<file path="config.mk">
export PLATFORM = sky130hd
export DESIGN_NAME = axis_pkt_len_tagger
export DESIGN_NICKNAME = d
export VERILOG_FILES = /design/src/rtl/axis_pkt_len_tagger.sv
export SDC_FILE = /design/constraint.sdc
export NUM_CORES = 1
export LEC_CHECK = 0
export CAP_MARGIN = 20
export CORE_ASPECT_RATIO = 1.75
export CORE_MARGIN = 5
export CORE_UTILIZATION = 25
export CTS_BUF_LIST = sky130_fd_sc_hd__clkbuf_16
export DETAILED_ROUTE_END_ITERATION = 10
export GPL_TIMING_DRIVEN = 0
export HOLD_SLACK_MARGIN = 0.08
export PLACE_DENSITY = 0.42
export SETUP_SLACK_MARGIN = 0.02
export SYNTH_ARGS = -nofsm -noshare
export SYNTH_HDL_FRONTEND = slang
export SYNTH_SLANG_ARGS = --single-unit
</file>
<file path="constraint.sdc">
create_clock -name aclk -period 3.35 [get_ports aclk]
set_input_delay 0.335 -clock aclk [delete_from_list [all_inputs] [get_ports aclk]]
set_output_delay 0.335 -clock aclk [all_outputs]
set_load 0.02 [all_outputs]
</file>
<file path="src/rtl/axis_pkt_len_tagger.sv">
// AXI4-Stream pass-through that tags each packet with its byte length.
// Beats flow through a registered skid buffer; lengths go to a 2-deep FIFO.
//
// Ports:
//   aclk, areset           clock, synchronous active-high reset
//   s_axis_t{data,keep,last,valid,ready}   input beat stream
//   m_axis_t{data,keep,last,valid,ready}   output beat stream (registered)
//   m_len_t{data,user,valid,ready}         per-packet length channel
//     m_len_tuser[0] = keep error, m_len_tuser[1] = length overflow
module axis_pkt_len_tagger #(
  parameter int DATA_BYTES = 4,
  parameter int LEN_W      = 16
) (
  input  logic                    aclk,
  input  logic                    areset,
  input  logic [8*DATA_BYTES-1:0] s_axis_tdata,
  input  logic [DATA_BYTES-1:0]   s_axis_tkeep,
  input  logic                    s_axis_tlast,
  input  logic                    s_axis_tvalid,
  output logic                    s_axis_tready,
  output logic [8*DATA_BYTES-1:0] m_axis_tdata,
  output logic [DATA_BYTES-1:0]   m_axis_tkeep,
  output logic                    m_axis_tlast,
  output logic                    m_axis_tvalid,
  input  logic                    m_axis_tready,
  output logic [LEN_W-1:0]        m_len_tdata,
  output logic [1:0]              m_len_tuser,
  output logic                    m_len_tvalid,
  input  logic                    m_len_tready
);

  localparam int DW = 8 * DATA_BYTES;
  localparam int BW = DW + DATA_BYTES + 1;
  localparam int EW = LEN_W + 2;

  localparam logic [LEN_W:0] LEN_MAX = {1'b0, {LEN_W{1'b1}}};
  localparam logic [DATA_BYTES-1:0] KEEP_ALL = '1;

  function automatic logic [LEN_W:0] popcnt(
    input logic [DATA_BYTES-1:0] k
  );
    logic [LEN_W:0] n;
    n = '0;
    for (int i = 0; i < DATA_BYTES; i++)
      n = n + {{LEN_W{1'b0}}, k[i]};
    return n;
  endfunction

  // Beat bundle: {tdata, tkeep, tlast}
  logic [BW-1:0] in_beat;
  logic [BW-1:0] main_q, main_d;
  logic [BW-1:0] skid_q, skid_d;
  logic          main_vld_q, main_vld_d;
  logic          skid_vld_q, skid_vld_d;
  logic          rdy_q, rdy_d;

  logic [LEN_W-1:0] acc_q, acc_d;
  logic             ovf_q, ovf_d;
  logic             err_q, err_d;

  // Length FIFO: head entry drives the outputs, tail is the second slot.
  // Entry layout: {ovf, err, length}
  logic [EW-1:0] head_q, head_d;
  logic [EW-1:0] tail_q, tail_d;
  logic          head_vld_q, head_vld_d;
  logic          tail_vld_q, tail_vld_d;

  logic                  accept;
  logic                  main_free;
  logic                  push;
  logic                  pop;
  logic [LEN_W:0]        sum;
  logic                  sum_ovf;
  logic [LEN_W-1:0]      len_sat;
  logic [DATA_BYTES-1:0] keep_inc;
  logic                  keep_bad;
  logic [EW-1:0]         new_ent;

  assign in_beat   = {s_axis_tdata, s_axis_tkeep, s_axis_tlast};
  assign accept    = s_axis_tvalid && rdy_q;
  assign main_free = m_axis_tready || !main_vld_q;
  assign push      = accept && s_axis_tlast;
  assign pop       = head_vld_q && m_len_tready;

  // Saturating byte count; once pinned at max it stays there until tlast.
  assign sum     = {1'b0, acc_q} + popcnt(s_axis_tkeep);
  assign sum_ovf = sum > LEN_MAX;
  assign len_sat = sum_ovf ? {LEN_W{1'b1}} : sum[LEN_W-1:0];

  // A last-beat keep is legal when it is 0..01..1: adding one clears it.
  assign keep_inc = s_axis_tkeep + {{(DATA_BYTES-1){1'b0}}, 1'b1};
  assign keep_bad = s_axis_tlast
                  ? ((s_axis_tkeep == '0) ||
                     ((s_axis_tkeep & keep_inc) != '0))
                  : (s_axis_tkeep != KEEP_ALL);

  assign new_ent = {ovf_q | sum_ovf, err_q | keep_bad, len_sat};

  always_comb begin
    main_d     = main_q;
    main_vld_d = main_vld_q;
    skid_d     = skid_q;
    skid_vld_d = skid_vld_q;

    if (main_free) begin
      if (skid_vld_q) begin
        main_d     = skid_q;
        main_vld_d = 1'b1;
        skid_vld_d = 1'b0;
      end else if (accept) begin
        main_d     = in_beat;
        main_vld_d = 1'b1;
      end else begin
        main_vld_d = 1'b0;
      end
    end else if (accept) begin
      skid_d     = in_beat;
      skid_vld_d = 1'b1;
    end
  end

  always_comb begin
    acc_d = acc_q;
    ovf_d = ovf_q;
    err_d = err_q;
    if (accept) begin
      if (s_axis_tlast) begin
        acc_d = '0;
        ovf_d = 1'b0;
        err_d = 1'b0;
      end else begin
        acc_d = len_sat;
        ovf_d = ovf_q | sum_ovf;
        err_d = err_q | keep_bad;
      end
    end
  end

  always_comb begin
    head_d     = head_q;
    head_vld_d = head_vld_q;
    tail_d     = tail_q;
    tail_vld_d = tail_vld_q;

    if (pop) begin
      if (tail_vld_q) begin
        head_d = tail_q;
        if (push)
          tail_d = new_ent;
        else
          tail_vld_d = 1'b0;
      end else if (push) begin
        head_d = new_ent;
      end else begin
        head_vld_d = 1'b0;
      end
    end else if (push) begin
      if (head_vld_q) begin
        tail_d     = new_ent;
        tail_vld_d = 1'b1;
      end else begin
        head_d     = new_ent;
        head_vld_d = 1'b1;
      end
    end
  end

  // Ready is precomputed from next state so it leaves a flop directly.
  assign rdy_d = !skid_vld_d && !tail_vld_d;

  always_ff @(posedge aclk) begin
    if (areset) begin
      main_q     <= '0;
      main_vld_q <= 1'b0;
      skid_q     <= '0;
      skid_vld_q <= 1'b0;
      rdy_q      <= 1'b0;
      acc_q      <= '0;
      ovf_q      <= 1'b0;
      err_q      <= 1'b0;
      head_q     <= '0;
      head_vld_q <= 1'b0;
      tail_q     <= '0;
      tail_vld_q <= 1'b0;
    end else begin
      main_q     <= main_d;
      main_vld_q <= main_vld_d;
      skid_q     <= skid_d;
      skid_vld_q <= skid_vld_d;
      rdy_q      <= rdy_d;
      acc_q      <= acc_d;
      ovf_q      <= ovf_d;
      err_q      <= err_d;
      head_q     <= head_d;
      head_vld_q <= head_vld_d;
      tail_q     <= tail_d;
      tail_vld_q <= tail_vld_d;
    end
  end

  assign s_axis_tready = rdy_q;
  assign m_axis_tdata  = main_q[BW-1 -: DW];
  assign m_axis_tkeep  = main_q[DATA_BYTES:1];
  assign m_axis_tlast  = main_q[0];
  assign m_axis_tvalid = main_vld_q;
  assign m_len_tdata   = head_q[LEN_W-1:0];
  assign m_len_tuser   = head_q[EW-1:LEN_W];
  assign m_len_tvalid  = head_vld_q;

endmodule

</file>
==> Yosys cells after proc, flatten, opt, wreduce, memory -nomap -nowiden <==
Cells that the tools add are included.
{ "word_totals": {"reg_bits": 133, "in_bits": 42} }
{ "classes": {"n_addsub": 5, "magnitude_cmp": 1, "eq_ne": 5, "mux": 29, "n_bitwise": 4, "n_reduce_logical": 20} }
{ "op_table": {"columns": ["operator", "n"], "rows": [
  ["2-to-1 mux 18 bit", 9],
  ["2-to-1 mux 37 bit", 2],
  ["2-to-1 mux 16 bit", 2],
  ["adder 16 x 4 -> 17 bit", 1],
  ["greater-than comparator 17 x 16 -> 1 bit (second input constant)", 1],
  ["2-to-1 mux 1 bit", 16],
  ["AND reduction 3 bit", 3],
  ["nonzero test 2 bit", 4],
  ["!= test 2 bit (second input constant)", 3],
  ["adder 3 x 1 -> 4 bit", 1],
  ["adder 4 x 1 -> 4 bit (second input constant)", 1],
  ["AND 4 bit", 1],
  ["logical AND 1 bit", 4],
  ["logical NOT 4 bit", 1],
  ["!= test 4 bit (second input constant)", 1],
  ["AND reduction 2 bit", 2],
  ["nonzero test 4 bit", 1],
  ["adder 2 x 1 -> 3 bit", 1],
  ["logical NOT 1 bit", 3],
  ["adder 1 x 1 -> 2 bit", 1],
  ["logical OR 1 bit", 2],
  ["!= test 2 x 1 -> 1 bit (second input constant)", 1],
  ["OR 1 bit", 2],
  ["NOT 1 bit", 1]
]} }

==> Longest topological paths before layout <==
{ "depth": {"depth_word": 9, "mapped_depth": 12, "mapped_depth_nobuf": 10} }

==> Worst setup path before layout <==
No wires, ideal clock.
{ "synth_path": {"kind": "input-to-reg", "startpoint": "in s_axis_tkeep[0]", "endpoint": "reg acc_q[3]", "setup_time_ns": 0.091, "arrival_ns": 2.819, "required_ns": 3.259, "path_slack_ns": 0.441, "cell_stages": 11, "n_path_buf": 1, "path_cell_list": "fa_1 inv_1 fa_1 inv_1 fa_1 nand4_1 or4_1 buf_2 a21oi_1 nor2_1 a311oi_1"} }
{ "synth_between": {"elab_chain_len": 7} }
{ "synth_lines": {"columns": ["element", "line_no", "text"], "rows": [
  ["from (decl)", "17", "input logic [DATA_BYTES-1:0] s_axis_tkeep,"],
  ["adder 1 x 1 -> 2 bit *", "45", "n = n + {{LEN_W{1'b0}}, k[i]};"],
  ["adder 2 x 1 -> 3 bit *", "45", null],
  ["adder 3 x 1 -> 4 bit *", "45", null],
  ["adder 16 x 4 -> 17 bit *", "86", "assign sum = {1'b0, acc_q} + popcnt(s_axis_tkeep);"],
  ["greater-than comparator 17 x 16 -> 1 bit", "87", "assign sum_ovf = sum > LEN_MAX;"],
  ["2-to-1 mux 16 bit *", "88", "assign len_sat = sum_ovf ? {LEN_W{1'b1}} : sum[LEN_W-1:0];"],
  ["2-to-1 mux 16 bit *", "127", "if (s_axis_tlast) begin"],
  ["to (signal assigned)", "178", "acc_q <= '0;"],
  ["to (signal assigned)", "191", "acc_q <= acc_d;"],
  ["to (decl)", "57", "logic [LEN_W-1:0] acc_q, acc_d;"]
]} }
Every way passes the cells marked *; elsewhere a longest branch is shown, timed or not.
A chain may end at the register's enable or synchronous reset.

==> Worst setup path in the final report <==
{ "layout_path": {"startpoint": "in s_axis_tkeep[0]", "endpoint": "reg acc_q[15]"} }
The elaborated chain is that of the path after synthesis.

==> insert_results.sql <==
INSERT INTO impl_metrics (metric_group, metric, value, unit) VALUES
('synth', 'ys_seq_elements', '133', ''),
('pwr', 'cellLeakagePower', '0.00260', 'uW'),
('clock_tree', 'tritoncts', 'built', ''),
('layout', 'top_library_cells_by_usage_in_the_layout_fill_and_taps_aside', 'sky130_fd_sc_hd__dfxtp_1 (133), sky130_fd_sc_hd__nand2_1 (105), sky130_fd_sc_hd__clkdlybuf4s50_1 (95), sky130_fd_sc_hd__nor2_1 (87), sky130_fd_sc_hd__a21oi_1 (65)', ''),
('pwr', 'ir_worst_vdd', '323', 'uV'),
('synth', 'share_of_the_synthesized_area_in_compound_gates_ao_oa_aoi_oai', '0.204', ''),
('layout', 'final_area', '7730', 'um2'),
('global_route', 'grt_pass1_vias', '5552', ''),
('sta', 'holdWs', '0.302', 'ns'),
('synth', 'synth_xor_area_frac', '0.0107', ''),
('min_path', 'min_from', 's_axis_tlast', ''),
('clock_tree', 'clock_sinks', '133', ''),
('route', 'post-route-drc-count', '0', ''),
('min_path', 'hold_path.class', 'input port to flip-flop', ''),
('clock_tree', 'cts.htree.levels', '4', ''),
('route', 'drt-total-wl', '20200', 'um'),
('place', 'place.detailed.instances', '1068', ''),
('synth', 'synth.top_cell.area_share', '0.464', ''),
('layout', 'final_common_cell', 'sky130_fd_sc_hd__dfxtp_1', ''),
('clock_tree', 'clkSlewWorstSetupHoldPaths', '0.06', 'ns'),
('layout', 'final_cell_count_no_fill', '1104', ''),
('sta', 'finalMaxSlewViolations', '0', ''),
('sta', 'rsz0062_at_grt', 'false', ''),
('die', 'die_height', '210', 'um'),
('worst_setup_path', 'slowest_delay', '0.56', 'ns'),
('sta', 'final_hold_viol_count', '0', ''),
('clock_tree', 'clock_latency_of_the_later_clocked_register_in_the_worst_skew_pair', '0.41', 'ns'),
('place', 'place.gp.congestion', '0.908', ''),
('global_route', 'groute.usage.overall', '0.155', ''),
('worst_setup_path', 'crit_path_cell_trace', 'dlygate4sd2_1, fa_1, inv_1, fa_1, inv_1, fa_2, nand4_1, or4_1, buf_2, buf_6, a311oi_1', ''),
('sta', 'report.final.setup_viol', '0', ''),
('route', 'drt-pass1-iter-count', '4', ''),
('route', 'routed_wire_length_per_instance', '18.3', 'um'),
('die', 'floorplan.initialDensity', '0.253', ''),
('clock_tree', 'clk_path_buf_depth', '2', ''),
('layout', 'final_layout_size_suffix_gt1_frac', '0.0609', ''),
('worst_setup_path', 'critical_path_cell_count', '11', ''),
('die', 'io_pins', '100', ''),
('worst_setup_path', 'worst-path-max-fanout', '10', ''),
('worst_setup_path', 'cp-start-kind', 'input port', ''),
('synth', 'adder_cell_share_of_the_synthesized_area', '0.0192', ''),
('synth', 'synthTopCellsByArea', 'sky130_fd_sc_hd__dfxtp_1 (46%), sky130_fd_sc_hd__mux2i_1 (7.1%), sky130_fd_sc_hd__nand2_1 (6.9%)', ''),
('global_route', 'antenna_found_initial', '0', ''),
('synth', 'yosysWarningCount', '0', ''),
('layout', 'finalCoreUtilization', '0.341', ''),
('route', 'initialDrtViolationCount', '293', ''),
('die', 'core_area', '22700', 'um2'),
('min_path', 'holdPathStages', '3', ''),
('global_route', 'grt-ovfl-total', '0', ''),
('die', 'die_area', '26200', 'um2'),
('place', 'post_dp_cell_area', '7100', 'um2'),
('sta', 'tightestPinTransition', '0.811', 'ns'),
('layout', 'final_net_count', '840', ''),
('worst_setup_path', 'timing.reg2reg.worst_path_depth', '9', ''),
('worst_setup_path', 'worst_path_max_delay_cell', 'sky130_fd_sc_hd__fa_1', ''),
('flow_run', 'cap_viol_max_count', '0', ''),
('global_route', 'pin_count_of_the_biggest_net_entering_global_routing', '17', ''),
('synth', 'synth_largest_area_cell', 'sky130_fd_sc_hd__dfxtp_1', ''),
('clock_tree', 'tritoncts.num_buffers', '17', ''),
('worst_setup_path', 'worst-path-buf-inv', '5', ''),
('worst_setup_path', 'r2r-start', 'acc_q[0]$_SDFFE_PP0P_', ''),
('synth', 'postSynth.asyncResetShare', '0', ''),
('worst_setup_path', 'worst-endpoint-arrival', '3.42', 'ns'),
('synth', 'synth.cell_area', '5740', 'um2'),
('global_route', 'first_pass_grt_wire_length', '31300', 'um'),
('synth', 'synth.net_count', '719', ''),
('sta', 'clock_skew', '0.00904', 'ns'),
('sta', 'post_route_clock_period_utilization', '0.924', ''),
('status', 'run_status', 'finished clean', ''),
('worst_setup_path', 'crit_path_end_kind', 'flip-flop', ''),
('sta', 'timing.max_slew.rel_slack', '0.457', '');
## worst paths after layout
check,endpoint,slack [ns]
max,acc_q[15]$_SDFFE_PP0P_,0.26
min,skid_q[0]$_SDFFE_PP0P_,0.30
max reg2reg,acc_q[15]$_SDFFE_PP0P_,0.69
min reg2reg,head_q[17]$_SDFFE_PP0P_,0.44
## power breakdown
group | total, uW | switching [uW] | internal, uW
registers | 1660 | 29.8 | 1630
clock network | 1830 | 681 | 1150
logic | 429 | 243 | 186
total | 3920 | 954 | 2960
## stage by stage
| stage | setup WS [ns] | TNS [ns] | power, uW |
|---|---|---|---|
| floorplan | 0.441 | 0 | 1910 |
| global placement | -0.834 | -22.31 | 2130 |
| detailed placement | -0.910 | -23.57 | 2130 |
| CTS | 0.0353 | 0 | 3980 |
| global route | 0.0659 | 0 | 4080 |
| finish | 0.255 | 0 | 3920 |
## repair_timing
action | CTS | global route
buffers inserted | 4 | 0
hold buffers | 0 | 0
endpoints found under the setup margin | 33 | 32
pin swaps | 2 | 0
resized for setup | 3 | 4
hold endpoints to repair | 0 | 0
## flip-flops by register name, indices dropped and copies added, names as in the netlist
| register | count |
|---|---|
| main_q | 37 |
| skid_q | 37 |
| head_q | 18 |
| tail_q | 18 |
| acc_q | 16 |
| err_q | 1 |
| m_axis_tvalid | 1 |
| m_len_tvalid | 1 |
| ovf_q | 1 |
| s_axis_tready | 1 |
| skid_vld_q | 1 |
| tail_vld_q | 1 |
## cell usage after synthesis, types with 2 or more instances
cell type and n:
sky130_fd_sc_hd__nand3_1 13, sky130_fd_sc_hd__inv_1 10, sky130_fd_sc_hd__or4_1 3, sky130_fd_sc_hd__ha_1 4
sky130_fd_sc_hd__mux2i_1 41, sky130_fd_sc_hd__a22oi_1 6, sky130_fd_sc_hd__or2_2 2, sky130_fd_sc_hd__o2111ai_1 2
sky130_fd_sc_hd__nor2b_1 3, sky130_fd_sc_hd__a221oi_1 2, sky130_fd_sc_hd__a311oi_1 11, sky130_fd_sc_hd__buf_1 3
sky130_fd_sc_hd__nor3_1 6, sky130_fd_sc_hd__a31oi_1 5, sky130_fd_sc_hd__a211oi_1 43, sky130_fd_sc_hd__nor4_1 4
sky130_fd_sc_hd__xor2_1 5, sky130_fd_sc_hd__nor2_1 87, sky130_fd_sc_hd__buf_2 6, sky130_fd_sc_hd__o21ai_0 11
sky130_fd_sc_hd__fa_1 3, sky130_fd_sc_hd__and4_1 5, sky130_fd_sc_hd__clkbuf_1 40, sky130_fd_sc_hd__o22ai_1 7
sky130_fd_sc_hd__o2111a_1 2, sky130_fd_sc_hd__a2111oi_0 2, sky130_fd_sc_hd__nand2_1 105, sky130_fd_sc_hd__dfxtp_1 133
sky130_fd_sc_hd__o221ai_1 6, sky130_fd_sc_hd__nand2b_1 3, sky130_fd_sc_hd__and2_1 2, sky130_fd_sc_hd__xnor2_1 2
sky130_fd_sc_hd__nand4_1 5, sky130_fd_sc_hd__a22o_1 2, sky130_fd_sc_hd__a41oi_1 2, sky130_fd_sc_hd__a21oi_1 65
## kinds of logic (layout without fill, tap and decap cells)
family          after synthesis  in the layout
simple gates                244            244
compound gates              175            175
flops                       133            133
buf+inv                      62            196
mux                          42             42
fa+ha+maj                     7              7
xor+xnor                      7              7
## routing by layer
layer,GRT usage,vias to the layer above,share of wire
li1,-,2640,-
met1,0.148,2508,0.36
met2,0.296,147,0.55
met3,0.0330,48,0.036
met4,0.0976,0,0.054
met5,0,-,0
## worst min-delay path: stages
cell	delay (ns)
sky130_fd_sc_hd__buf_2	0.18
sky130_fd_sc_hd__nand2_1	0.08
sky130_fd_sc_hd__a21oi_1	0.06
## area by class of cell
type                       instances  area, um2
sequential                       133       2660
clock inverter                    15        146
multi-input combinational        475       2850
timing repair buffer             102       1010
inverter                          11       41.3
tap                              300        375
clock buffer                      17        425
buffer                            51        210
fill                            2451      14900
Note: power is estimated with default switching activity, not from simulation.
